===== src/rtl/fan_speed_controller.sv =====
// fan_speed_controller
// Fan mode FSM (OFF -> LOW -> MID -> HIGH -> OFF) driven by a speed button,
// with an off-timer handshake and a soft-start PWM motor output. The applied
// duty ramps up toward the mode target once per PWM period and drops at once.

module fan_speed_controller #(
    parameter int PWM_PRESCALE = 125,
    parameter int PWM_STEPS    = 100,
    parameter int DUTY_LOW     = 30,
    parameter int DUTY_MID     = 60,
    parameter int DUTY_HIGH    = 90,
    parameter int RAMP_STEP    = 5
) (
    input  logic       clk,
    input  logic       reset_n,
    input  logic       btn_speed_p,
    input  logic       timer_done,
    output logic       fan_pwm,
    output logic       timer_en,
    output logic [3:0] speed_led,
    output logic [6:0] duty_cur
);

    localparam logic [3:0] S_OFF  = 4'b0001;
    localparam logic [3:0] S_LOW  = 4'b0010;
    localparam logic [3:0] S_MID  = 4'b0100;
    localparam logic [3:0] S_HIGH = 4'b1000;

    localparam int PRE_W  = (PWM_PRESCALE > 1) ? $clog2(PWM_PRESCALE) : 1;
    localparam int STEP_W = (PWM_STEPS > 1) ? $clog2(PWM_STEPS) : 1;

    // Targets are clamped so the applied duty can never exceed a full period.
    localparam int T_LOW  = (DUTY_LOW  > PWM_STEPS) ? PWM_STEPS : DUTY_LOW;
    localparam int T_MID  = (DUTY_MID  > PWM_STEPS) ? PWM_STEPS : DUTY_MID;
    localparam int T_HIGH = (DUTY_HIGH > PWM_STEPS) ? PWM_STEPS : DUTY_HIGH;

    logic [3:0]        state;
    logic [3:0]        state_next;
    logic [PRE_W-1:0]  pre_cnt;
    logic [STEP_W-1:0] step_cnt;
    logic              pre_wrap;
    logic              period_end;
    logic [6:0]        duty_target;
    logic [7:0]        ramp_sum;

    // Next mode: expiry of the off-timer beats a simultaneous button press.
    always_comb begin
        state_next = state;
        if (timer_done && !state[0]) begin
            state_next = S_OFF;
        end else if (btn_speed_p) begin
            state_next = {state[2:0], state[3]};
        end
    end

    // Mode register, one-hot.
    always_ff @(posedge clk or negedge reset_n) begin
        if (!reset_n) begin
            state <= S_OFF;
        end else begin
            state <= state_next;
        end
    end

    assign speed_led = state;
    assign timer_en  = ~state[0];

    // Duty the current mode is heading toward.
    always_comb begin
        duty_target = 7'd0;
        case (state)
            S_LOW:   duty_target = 7'(T_LOW);
            S_MID:   duty_target = 7'(T_MID);
            S_HIGH:  duty_target = 7'(T_HIGH);
            default: duty_target = 7'd0;
        endcase
    end

    assign pre_wrap   = (pre_cnt == PRE_W'(PWM_PRESCALE - 1));
    assign period_end = pre_wrap && (step_cnt == STEP_W'(PWM_STEPS - 1));
    assign ramp_sum   = {1'b0, duty_cur} + 8'(RAMP_STEP);

    // Prescaler and step counters free-run in every mode, including OFF.
    always_ff @(posedge clk or negedge reset_n) begin
        if (!reset_n) begin
            pre_cnt  <= '0;
            step_cnt <= '0;
        end else if (pre_wrap) begin
            pre_cnt  <= '0;
            step_cnt <= period_end ? '0 : step_cnt + STEP_W'(1);
        end else begin
            pre_cnt  <= pre_cnt + PRE_W'(1);
        end
    end

    // Applied duty: held at zero while OFF, otherwise ramps up or snaps down once per period.
    always_ff @(posedge clk or negedge reset_n) begin
        if (!reset_n) begin
            duty_cur <= 7'd0;
        end else if (state[0]) begin
            duty_cur <= 7'd0;
        end else if (period_end) begin
            if (duty_cur < duty_target) begin
                duty_cur <= (ramp_sum >= {1'b0, duty_target}) ? duty_target : ramp_sum[6:0];
            end else begin
                duty_cur <= duty_target;
            end
        end
    end

    // Registered PWM compare so the motor pin never sees combinational glitches.
    always_ff @(posedge clk or negedge reset_n) begin
        if (!reset_n) begin
            fan_pwm <= 1'b0;
        end else begin
            fan_pwm <= (8'(step_cnt) < {1'b0, duty_cur});
        end
    end

endmodule


===== config.mk =====
export PLATFORM = sky130hd
export DESIGN_NAME = fan_speed_controller
export DESIGN_NICKNAME = d
export VERILOG_FILES = /design/src/rtl/fan_speed_controller.sv
export SDC_FILE = /design/constraint.sdc
export NUM_CORES = 1
export LEC_CHECK = 0
export ABC_AREA = 1
export CAP_MARGIN = 10
export CORE_MARGIN = 4
export CORE_UTILIZATION = 30
export DETAILED_ROUTE_END_ITERATION = 8
export HOLD_SLACK_MARGIN = 0.1
export SYNTH_ARGS = -nofsm -noshare
export SYNTH_HDL_FRONTEND = slang
export SYNTH_SLANG_ARGS = --single-unit

===== constraint.sdc =====
create_clock -name clk -period 6.3 [get_ports clk]
set_input_delay 0.945 -clock clk [delete_from_list [all_inputs] [get_ports clk]]
set_output_delay 0.945 -clock clk [all_outputs]
set_load 0.05 [all_outputs]

==> flow_summary.yaml <==
run_status:
  status: "completed"
hold_path:
  min_path_type: "register to register"
  min_path_cells: 1
clocking:
  htreeDepth: 1
  clock_sinks: 26
  cts.reportedPaths.clkPinSlew_ns: 0.09
  cts_made_buffers: 3
  post-cts-setup-buffer-count: 0
  root_buffer: "clkbuf_8"
  cts_resized: 0
  cts_buffer_depth: 2
  clock_latency_ns: 0.27
  tritoncts: "built"
  ctsHoldBuffers: 0
yosys:
  synthFlopType: "dfrtp_1"
  ys_seq_area_share_pct: 34.8
  synth_top_cell_by_area: "dfrtp_1"
  synth_area_leaders: "dfrtp_1, ha_1, nand2_1, inv_1, a21oi_1"
  synth_top_area_share_pct: 33.4
  synth_cell_types: 34
  yosysWarningCount: 0
  synthCells: 238
  ys_seq_elements: 26
  synthesis.nets: 262
  synth_common_cells: "nand2_1, inv_1, dfrtp_1"
  synth_most_common_cell: "nand2_1"
  synth_edf_count: 0
  synth-async-reset-ratio_pct: 100
  synth_area_mm2: 0.00187
  synth.avg_cell_area_um2: 7.86
floorplanning:
  rows: 28
  dieArea_mm2: 0.00756
  die_w_um: 87.0
  coreArea_mm2: 0.00599
  die-height_um: 87.0
  initial_core_util_pct: 31.2
  io_pins: 17
place:
  numPortBuffers: 16
  dpl.hpwl_um: 3040
  gp_congestion: 0.864
global_route:
  grt_max_degree: 27
  grt_pass1_vias: 1511
  grt_pass1_wl_um: 6780
  antenna_found_initial: 0
  grt_overflow: 0
  grt.total_usage_pct: 11.1
critical_path:
  critPathMaxFanout: 7
  arrival_ns: 1.73
  path_depth: 1
  path_class: "register to primary output"
  cp-endpoint: "speed_led[0]"
  required_ns: 5.35
  r2r_slack_ns: 3.91
  rr_worst_depth: 13
  reg2reg_to: "duty_cur[6]"
  critPathSlowestCell: "clkdlybuf4s50_1"
  max_stage_delay_ns: 0.83
  crit_start: "speed_led[0]"
  cp.buffers_inverters: 1
  r2r_start: "duty_cur[0]"
  start_kind: "register"
  crit_family: "buffers and inverters"
  worstPathCellList: "clkdlybuf4s50_1"
  end_kind: "primary output"
sta:
  finalSetupViolations: 0
  worst-slew-pin-transition_ns: 0.491
  slew_headroom_pct: 66.4
  fin_skew_ns: 0.00482
  max_clock_freq_mhz: 374
  drv_slew: 0
  fin_tns_setup_ns: 0
  finalHoldViolations: 0
  post-route-period-util_pct: 42.4
  fin_crit_ns: 2.67
  rsz0062_at_grt: "false"
  whs_ns: 0.488
drt:
  drc_errors: 0
  antenna_left: 0
  dr.pass1.iters: 4
  vias: 1551
  via_per_inst: 4.64
  drtIter0Drc: 65
  detail_route.wl_per_cell_um: 11.7
  routed_wl_um: 3890
layout:
  antenna_cells: 0
  drive_gt1_share_pct: 11.6
  n_fill_cell: 625
  syn_to_final_growth_pct: 17.8
  fin_nets: 284
power:
  clkPwrFrac_pct: 21.7
  seqPwrFrac_pct: 29.7
  p_per_area_mw_per_mm2: 295
  p_sw_share_pct: 42.4
  peakVddDrop_mv: 0.167
  combPwrFrac_pct: 48.6
  p_int_uw: 374
  switchingPower_uw: 276
  power_leakage_uw: 0.00106
job:
  maxCapViolations: 0
## layer usage
layer | vias up | part of all wire (%) | GRT usage, % | wire length [µm]
li1 | 829 | - | - | -
met1 | 693 | 49 | 14.3 | 1910
met2 | 27 | 47 | 19.2 | 1810
met3 | 2 | 3.8 | 2.27 | 149
met4 | 0 | 0.64 | 2.27 | 25
met5 | - | 0 | 0 | 0
## flip-flops by register name, summed over array words and instances, names as in the netlist
name,count
fan_pwm,1
duty_cur,7
step_cnt,7
pre_cnt,7
speed_led,4
## cell type report
class | count | area (µm²) | share of cell area, %
clock buffers | 3 | 41.3 | 1.87
clock inverters | 1 | 30.0 | 1.36
inverters | 38 | 143 | 6.47
multi-input cells | 174 | 1080 | 48.8
flip-flops and latches | 26 | 652 | 29.6
well taps | 75 | 93.8 | 4.26
repair buffers | 17 | 168 | 7.61
## how the worst min path moves through the flow
stage / start / endpoint / slack, ns
2_1_floorplan: pre_cnt[0] / pre_cnt[0] / 0.45
3_3_place_gp: pre_cnt[0] / pre_cnt[0] / 0.48
3_5_place_dp: pre_cnt[0] / pre_cnt[0] / 0.48
4_1_cts: pre_cnt[0] / pre_cnt[0] / 0.49
5_1_grt: pre_cnt[0] / pre_cnt[0] / 0.53
6_report: pre_cnt[0] / pre_cnt[0] / 0.49
## power by group through the flow
| stage | clock, µW | combinational [µW] | sequential, µW |
|---|---|---|---|
| floorplan | 0 | 209 | 229 |
| global placement | 0 | 313 | 196 |
| detailed placement | 0 | 316 | 196 |
| CTS | 147 | 318 | 193 |
| global route | 151 | 349 | 196 |
| finish | 141 | 315 | 193 |
## placed cells by master, fill, tap and decap left out, drive strengths merged
cell           instances
a2111oi                1
a21oi                 17
a31oi                  1
and3                   2
buf                    1
bufinv                 1
clkbuf                 3
clkdlybuf4s50         16
clkinv                 1
dfrtp                 25
dfstp                  1
ha                    20
inv                   37
nand2                 58
nand3                 21
nand3b                 1
nand4                  3
nor2                  22
nor3                   4
nor4                   1
o211ai                 2
o21a                   2
o21ai                 11
o21bai                 1
o22ai                  1
o31ai                  1
or2                    1
xor2                   4
## cell families after synthesis
| group | after synthesis | synth area share (%) |
|---|---|---|
| adder cells (fa/ha/maj) | 20 | 13.4 |
| buffers and inverters | 38 | 7.63 |
| AND/OR/NAND/NOR | 113 | 30.6 |
| AO/OA/AOI/OAI | 37 | 11.6 |
| flip-flops | 26 | 34.8 |
| XOR/XNOR | 4 | 1.87 |
## metrics by stage
step                power [µW]  instance area [µm²]  setup WS (ns)  cells  utilization [%]
floorplan                  438                 1870           3.87    238                -
global placement           509                 2130           3.94    330             35.6
detailed placement         513                 2130           3.93    330             35.6
CTS                        658                 2200           3.61    334             36.8
global route               696                 2200           3.56    334             36.8
finish                     649                 2200           3.63    334             36.8
No activity file was read; power rests on OpenSTA's default activity.
